File: src/rtl/div_unit.sv
// Iterative radix-2 restoring divider for DIV/DIVU in the EX stage.
// Produces {remainder, quotient} after WIDTH iterations; divide-by-zero short-circuits to 0.
module div_unit #(
  parameter int WIDTH = 32
) (
  input  logic                 clk,
  input  logic                 rst,
  input  logic                 start_i,
  input  logic                 annul_i,
  input  logic                 signed_i,
  input  logic [WIDTH-1:0]     opdata1_i,
  input  logic [WIDTH-1:0]     opdata2_i,
  output logic [2*WIDTH-1:0]   result_o,
  output logic                 ready_o,
  output logic                 stallreq_o
);

  localparam int CNT_W = (WIDTH > 1) ? $clog2(WIDTH) : 1;
  localparam logic [CNT_W-1:0] LAST_CNT = CNT_W'(WIDTH - 1);

  typedef enum logic [1:0] {
    ST_FREE = 2'd0,
    ST_ZERO = 2'd1,
    ST_ON   = 2'd2,
    ST_END  = 2'd3
  } state_t;

  state_t                r_state;
  state_t                w_state_nx;
  logic [CNT_W-1:0]      r_cnt;
  logic [WIDTH-1:0]      r_rem;
  logic [WIDTH-1:0]      r_quo;
  logic [WIDTH-1:0]      r_dvs;
  logic                  r_neg_q;
  logic                  r_neg_r;
  logic [2*WIDTH-1:0]    r_result;
  logic                  r_ready;

  logic                  w_go;
  logic                  w_dvs_zero;
  logic                  w_last;
  logic [WIDTH-1:0]      w_abs1;
  logic [WIDTH-1:0]      w_abs2;
  logic [WIDTH:0]        w_trial;
  logic [WIDTH:0]        w_diff;
  logic                  w_borrow;
  logic [WIDTH-1:0]      w_rem_nx;
  logic [WIDTH-1:0]      w_quo_nx;
  logic [WIDTH-1:0]      w_rem_fix;
  logic [WIDTH-1:0]      w_quo_fix;

  function automatic logic [WIDTH-1:0] negate(input logic [WIDTH-1:0] v);
    return (~v) + WIDTH'(1);
  endfunction

  assign w_go       = start_i & ~annul_i;
  assign w_dvs_zero = (opdata2_i == '0);
  assign w_last     = (r_cnt == LAST_CNT);

  assign w_abs1 = (signed_i & opdata1_i[WIDTH-1]) ? negate(opdata1_i) : opdata1_i;
  assign w_abs2 = (signed_i & opdata2_i[WIDTH-1]) ? negate(opdata2_i) : opdata2_i;

  // Shift in the next dividend bit and trial-subtract; the extra MSB is the borrow.
  assign w_trial  = {r_rem, r_quo[WIDTH-1]};
  assign w_diff   = w_trial - {1'b0, r_dvs};
  assign w_borrow = w_diff[WIDTH];
  assign w_rem_nx = w_borrow ? w_trial[WIDTH-1:0] : w_diff[WIDTH-1:0];
  assign w_quo_nx = {r_quo[WIDTH-2:0], ~w_borrow};

  assign w_quo_fix = r_neg_q ? negate(w_quo_nx) : w_quo_nx;
  assign w_rem_fix = r_neg_r ? negate(w_rem_nx) : w_rem_nx;

  always_ff @(posedge clk or posedge rst) begin
    if (rst) begin
      r_state <= ST_FREE;
    end else begin
      r_state <= w_state_nx;
    end
  end

  always_comb begin
    w_state_nx = r_state;
    case (r_state)
      ST_FREE: begin
        if (w_go) begin
          w_state_nx = w_dvs_zero ? ST_ZERO : ST_ON;
        end
      end
      ST_ZERO: w_state_nx = ST_END;
      ST_ON: begin
        if (annul_i) begin
          w_state_nx = ST_FREE;
        end else if (w_last) begin
          w_state_nx = ST_END;
        end
      end
      ST_END: begin
        if (annul_i | ~start_i) begin
          w_state_nx = ST_FREE;
        end
      end
      default: w_state_nx = ST_FREE;
    endcase
  end

  always_ff @(posedge clk or posedge rst) begin
    if (rst) begin
      r_cnt    <= '0;
      r_rem    <= '0;
      r_quo    <= '0;
      r_dvs    <= '0;
      r_neg_q  <= 1'b0;
      r_neg_r  <= 1'b0;
      r_result <= '0;
      r_ready  <= 1'b0;
    end else begin
      case (r_state)
        ST_FREE: begin
          // Operands and sign flags are captured once; later input changes are ignored.
          if (w_go && !w_dvs_zero) begin
            r_rem   <= '0;
            r_quo   <= w_abs1;
            r_dvs   <= w_abs2;
            r_neg_q <= signed_i & (opdata1_i[WIDTH-1] ^ opdata2_i[WIDTH-1]);
            r_neg_r <= signed_i & opdata1_i[WIDTH-1];
            r_cnt   <= '0;
          end
        end
        ST_ZERO: begin
          r_result <= '0;
          r_ready  <= 1'b1;
        end
        ST_ON: begin
          if (!annul_i) begin
            r_rem <= w_rem_nx;
            r_quo <= w_quo_nx;
            r_cnt <= r_cnt + CNT_W'(1);
            if (w_last) begin
              r_result <= {w_rem_fix, w_quo_fix};
              r_ready  <= 1'b1;
            end
          end
        end
        ST_END: begin
          if (annul_i | ~start_i) begin
            r_result <= '0;
            r_ready  <= 1'b0;
          end
        end
        default: begin
          r_result <= '0;
          r_ready  <= 1'b0;
        end
      endcase
    end
  end

  assign result_o   = r_result;
  assign ready_o    = r_ready;
  assign stallreq_o = start_i & ~r_ready;

endmodule

File: config.mk
export PLATFORM = sky130hd
export DESIGN_NAME = div_unit
export DESIGN_NICKNAME = d
export VERILOG_FILES = /design/src/rtl/div_unit.sv
export SDC_FILE = /design/constraint.sdc
export NUM_CORES = 1
export LEC_CHECK = 0
export ABC_AREA = 0
export BUFFER_PORTS_ARGS = -buffer_cell sky130_fd_sc_hd__clkbuf_2
export CAP_MARGIN = 20
export CORE_ASPECT_RATIO = 1.4
export CORE_UTILIZATION = 23
export DETAILED_ROUTE_END_ITERATION = 7
export GPL_ROUTABILITY_DRIVEN = 1
export PLACE_DENSITY = 0.37
export SETUP_SLACK_MARGIN = 0.2
export SKIP_CTS_REPAIR_TIMING = 1
export SLEW_MARGIN = 40
export SYNTH_ARGS = -nofsm -noshare
export SYNTH_HDL_FRONTEND = slang
export SYNTH_SLANG_ARGS = --single-unit
File: constraint.sdc
create_clock -name clk -period 13.9 [get_ports clk]
set_input_delay 1.39 -clock clk [delete_from_list [all_inputs] [get_ports clk]]
set_output_delay 1.39 -clock clk [all_outputs]
set_load 0.05 [all_outputs]
After elaboration in Yosys (flattened, before gate mapping)
Cells that the tools add are included.

Register bits after elaboration: 170. Input bits: 69. Output and inout bits: 66.

Add/sub/neg operators: 6. Equality and inequality tests: 10. Mux-type cells: 28. Bitwise logic cells: 15. Reduce and logical (&&, ||, !) cells: 10.

Operators by type and width (count): 32-bit 2-to-1 mux (9); 64-bit 2-to-1 mux (3); 64-bit case mux with 3 select lines (1); 32-bit by 1-bit adder with 32-bit output (second input constant) (4); 32-bit NOT (4); 32-bit case mux with 2 select lines (2); 33-bit by 32-bit subtractor with 33-bit output (1); 32-bit logical NOT (1); 2-bit 2-to-1 mux (5); 5-bit 2-to-1 mux (2); 2-bit inequality test (second input constant) (5); 5-bit case mux with 2 select lines (1); 2-bit case mux with 4 select lines (1); 3-bit AND reduction (2); 5-bit by 1-bit adder with 5-bit output (second input constant) (1); 1-bit AND (5); 5-bit equality test (second input constant) (1); 2-bit equality test (second input constant) (2); 1-bit NOT (4); 4-bit AND reduction (1); 1-bit 2-to-1 mux (3); 3-bit inequality test (second input constant) (1); 1-bit case mux with 3 select lines (1); 3-bit nonzero test (1); 8 further kinds (8).

Logic depth before layout (Yosys ltp)
Word-level depth: 8. Depth in mapped cells: 27. Depth with buffers taken out: 24.

Worst setup path before layout
OpenSTA, ideal clock, no wires.

Path type: register to register. From: reg r_rem[5]. To: reg r_result[52] (netlist: result_o[52]). Library setup time: 0.076 ns. Data arrival time: 4.960 ns. Required time: 13.824 ns. Path slack: 8.864 ns. Cell stages (with the launch flop): 26. Buffers on the path: 4. Cell sequence: dfrtp_1 > ha_1 > buf_2 > nand2_1 > a211oi_1 > nand2_1 > and3b_1 > or3_1 > a21oi_4 > nor2_2 > clkinv_1 > buf_2 > buf_2 > buf_1 > nor2_1 > a21oi_1 > ha_1 > nand2_1 > or3_1 > nand2b_1 > nor4b_1 > o22ai_1 > o21ai_1 > o21ai_1 > xor2_1 > o21ai_1.

Cells in the longest elaborated chain, start to end: 8.

Ends and longest elaborated chain: start: declaration (line 31) `logic [WIDTH-1:0] r_rem;`; start signal: assignment (line 135) `r_rem <= w_rem_nx;`; 33-bit by 32-bit subtractor with 33-bit output (line 65) `assign w_diff = w_trial - {1'b0, r_dvs};`; 32-bit 2-to-1 mux (*) (line 67) `assign w_rem_nx = w_borrow ? w_trial[WIDTH-1:0] : w_diff[WIDTH-1:0];`; 32-bit NOT (line 53) `return (~v) + WIDTH'(1);`; 32-bit by 1-bit adder with 32-bit output (line 53); 32-bit 2-to-1 mux (*) (line 71) `assign w_rem_fix = r_neg_r ? negate(w_rem_nx) : w_rem_nx;`; 64-bit 2-to-1 mux (*) (line 138) `if (w_last) begin`; 64-bit 2-to-1 mux (*) (line 134) `if (!annul_i) begin`; 64-bit case mux with 3 select lines (*) (line 117) `case (r_state)`; end signal: assignment (line 139) `r_result <= {w_rem_fix, w_quo_fix};`; end: declaration (line 36) `logic [2*WIDTH-1:0] r_result;`.

Every way passes the cells marked *; elsewhere a longest branch is shown, timed or not. The select of a mux whose other input is x is not followed. A chain may end at the register's enable or synchronous reset.

Worst setup path in the final report
From: reg r_rem[6]. To: reg r_result[56] (netlist: result_o[56]).

The elaborated chain is that of the path after synthesis.

==> results_dict.tcl <==
set metrics [dict create \
    cp_slowest_cell "a21oi_4" \
    seq_area_frac_synth_pct 35.1 \
    grt-ovfl-total 0 \
    tns_ns 0 \
    path_max_fanout 33 \
    final_hold_viol_count 0 \
    dpl_worst_slack_ns 8.05 \
    status "complete, no violations" \
    die_w_um 196 \
    cts-root-buf "clkbuf_16" \
    synth-simple-area-share_pct 20.1 \
    yosys_warnings 0 \
    post-route-period-util_pct 42.5 \
    syn_inst 1488 \
    die-area_um2 53600 \
    worstPathRequired_ns 14.22 \
    vias_per_cell 4.96 \
    cts_made_buffers 17 \
    synth-xor-area-share_pct 10.2 \
    synth_ff_type "dfrtp_1" \
    muxShareOfSynthArea_pct 2.67 \
    wl_um 44300 \
    drc 0 \
    syn_avg_cell_area_um2 8.14 \
    totalPowerFinal_uw 1680 \
    max_stage_delay_ns 0.54 \
    num_vias 11100 \
    fp-row-count 99 \
    dp.cells 2211 \
    cp.arrival_ns 6.24 \
    setup_viol_count_final 0 \
    dp_hpwl_um 34300 \
    grt_util_met2_pct 33.0 \
    critPathLaunchType "register" \
    synth_compound_area_share_pct 23.2 \
    yosys.area_share.adder_pct 4.09 \
    cts.path.max_buffers 2 \
    grt_first_pass_wirelength_um 68300 \
    syn2layout_area_growth_pct 16.1 \
    antenna_left 0 \
    syn_area_um2 12100 \
    cts_tree "yes" \
    io_pins 135 \
    hold_class "register to register" \
    leakage_uw 0.00592 \
    synth-edff-count 0 \
    fp.coreArea_um2 52000 \
    grt_busiest_layer "met2" \
    clk_latency_ns 0.45 \
    drt_iter0_drc 540 \
    antenna_found_initial 0 \
    final_util_pct 27.0 \
    wl_per_cell_um 19.8 \
    rsz0062_at_grt "false" \
    setup.worst_path.end_class "register" \
    synth-async-reset-ratio_pct 100 \
    syn-num-nets 1596 \
    critical_path_class "register to register" \
    htree_levels 4 \
    path_cells "ha_1 > nand2_1 > a211oi_1 > nand2_1 > and3b_1 > or3_1 > a21oi_4 > nor2_4 > clkinv_1 > buf_4 > mux2i_1 > ha_1 > nand2_1 > or3_1 > nand2b_1 > nor4b_1 > o22ai_1 > o21ai_1 > a21oi_1 > xor2_1 > o21ai_1" \
    ys_types 89 \
    insertedDiodeCount 0 \
    clock-sinks 170 \
    grt.met1_usage_pct 17.9 \
    gp_congestion 0.824 \
    die-height_um 273 \
    dr.pass1.iters 7 \
    fin_crit_ns 5.91 \
    cap_violations 0 \
    setup_ws_ns 7.99 \
    power.density_nw_per_um2 119 \
    finalNonFillerCells 2243 \
    grt_max_degree 75 \
    synth_top_family_by_area "compound AO/OA/AOI/OAI gates" \
    ir_drop_mv 0.0715 \
    clk_pin_slew_worst_paths_ns 0.08 \
    final-max-slew-violation-count 0 \
    grt_pass1_vias 11400 \
    slew_headroom_pct 52.1 \
    tightest_slew_ns 0.714 \
    synth_seq_cells 170 \
    clock.fmax_ghz 0.169 \
    finClkSkew_ns 0.0183 \
    nNetsFinal 1682 \
    layout-drive-gt1-share_pct 14.2 \
    path_common_cell "nand2_1" \
    grtUsageTotal_pct 16.7 \
    start_util_pct 23.3 \
    grtUsageMet3_pct 1.91 \
    io_buffer_count 134 \
]
[kinds of logic (layout without fill, tap and decap cells)]
logic type / after synthesis / in the layout
XOR/XNOR: 141 / 141
buffers and inverters: 136 / 235
flip-flops: 170 / 170
multiplexers: 32 / 32
AO/OA/AOI/OAI: 464 / 464
AND/OR/NAND/NOR: 506 / 506
adder cells (fa/ha/maj): 39 / 39
[synthesized netlist by cell type, drive strengths merged, types with 9 or more instances]
master | n | share of area (%)
o21ai | 232 | 9.6
nand2 | 202 | 6.3
dfrtp | 170 | 35
a21oi | 103 | 4.6
nor2 | 103 | 3.2
xor2 | 81 | 5.9
xnor2 | 60 | 4.3
clkbuf | 56 | 1.7
nand3 | 54 | 2.2
inv | 53 | 1.6
ha | 38 | 3.9
o31ai | 34 | 2.3
mux2i | 30 | 2.5
nor3 | 27 | 1.3
buf | 26 | 1.2
or4 | 22 | 1.5
nor4 | 17 | 0.88
or3 | 17 | 0.92
nand2b | 13 | 0.75
o211ai | 12 | 0.74
o41ai | 12 | 0.99
a211oi | 10 | 0.66
a31oi | 9 | 0.47
and2 | 9 | 0.47
[worst max-delay path: cells and delay by family (launching register included)]
family / cells / cell delay (ns)
AO/OA/AOI/OAI: 6 / 1.57
buffers and inverters: 2 / 0.49
flip-flops: 1 / 0.48
XOR/XNOR: 1 / 0.17
multiplexers: 1 / 0.33
AND/OR/NAND/NOR: 9 / 1.96
adder cells (fa/ha/maj): 2 / 0.76
[metrics by stage]
| step | hold slack, ns | area (um2) |
|---|---|---|
| global placement | 0.465 | 13400 |
| global route | 0.514 | 14100 |
| detailed placement | 0.470 | 13500 |
| CTS | 0.486 | 14000 |
| floorplan | 0.450 | 12100 |
| finish | 0.480 | 14100 |
[cell usage in the layout (no fill, tap or decap), types with 4 or more instances in the layout]
cell and instances:
inv_1 52, nand3b_1 5, xnor2_1 60, dfrtp_1 168, a21boi_0 6, o21ai_1 17
or4_1 19, nand4_1 7, buf_4 12, clkbuf_16 17, inv_8 4, nand2b_1 10
a21oi_1 95, o211ai_1 12, o41ai_1 10, nand3_1 54, mux2i_1 30, a211oi_1 9
or3_1 16, a31oi_1 9, and2_1 8, a21oi_2 5, o31ai_1 32, inv_6 5
o21ai_0 214, a21o_1 7, xor2_1 81, nor3b_1 4, nor2b_1 4, nor2_1 99
and3_1 6, nor3_1 24, nand2_1 201, clkbuf_2 134, ha_1 38, nor4_1 17
[sequential cells by signal, indices dropped and copies added (netlist names)]
name      flops
r_rem        32
r_quo        32
result_o     64
ready_o       1
r_state       2
r_neg_q       1
r_neg_r       1
r_cnt         5
r_dvs        32
[worst paths after layout]
check                             from           end  slack [ns]  depth (start not counted)
max                           r_rem[6]  result_o[56]        7.99                         21
min                        result_o[0]   result_o[0]        0.48                          2
max reg2reg                   r_rem[6]  result_o[56]        7.99                         21
min reg2reg                result_o[0]   result_o[0]        0.48                          2
max in group asynchronous          rst       r_neg_r       11.73                          3
min in group asynchronous          rst      r_dvs[1]        1.00                          2
[layer usage]
layer | routed length (um) | up-vias
li1 | - | 5469
met1 | 17000 | 5405
met2 | 25100 | 190
met3 | 895 | 56
met4 | 1330 | 0
met5 | 0 | -
[where the power goes]
group / leakage (uW) / internal [uW] / switching [uW] / total [uW]
clock: 0.000287 / 260 / 247 / 507
combinational: 0.00338 / 201 / 360 / 560
sequential: 0.00226 / 547 / 64.2 / 611
[final cells by class]
class                           instances  area, um2
Sequential cell                       170       4260
Multi-Input combinational cell       1182       7340
Clock buffer                           18        439
Tap cell                              656        821
Inverter                               54        210
Fill cell                            5834      38000
Timing Repair Buffer                  149        831
Clock inverter                         14        153
Power figures use the tool's default switching activity.
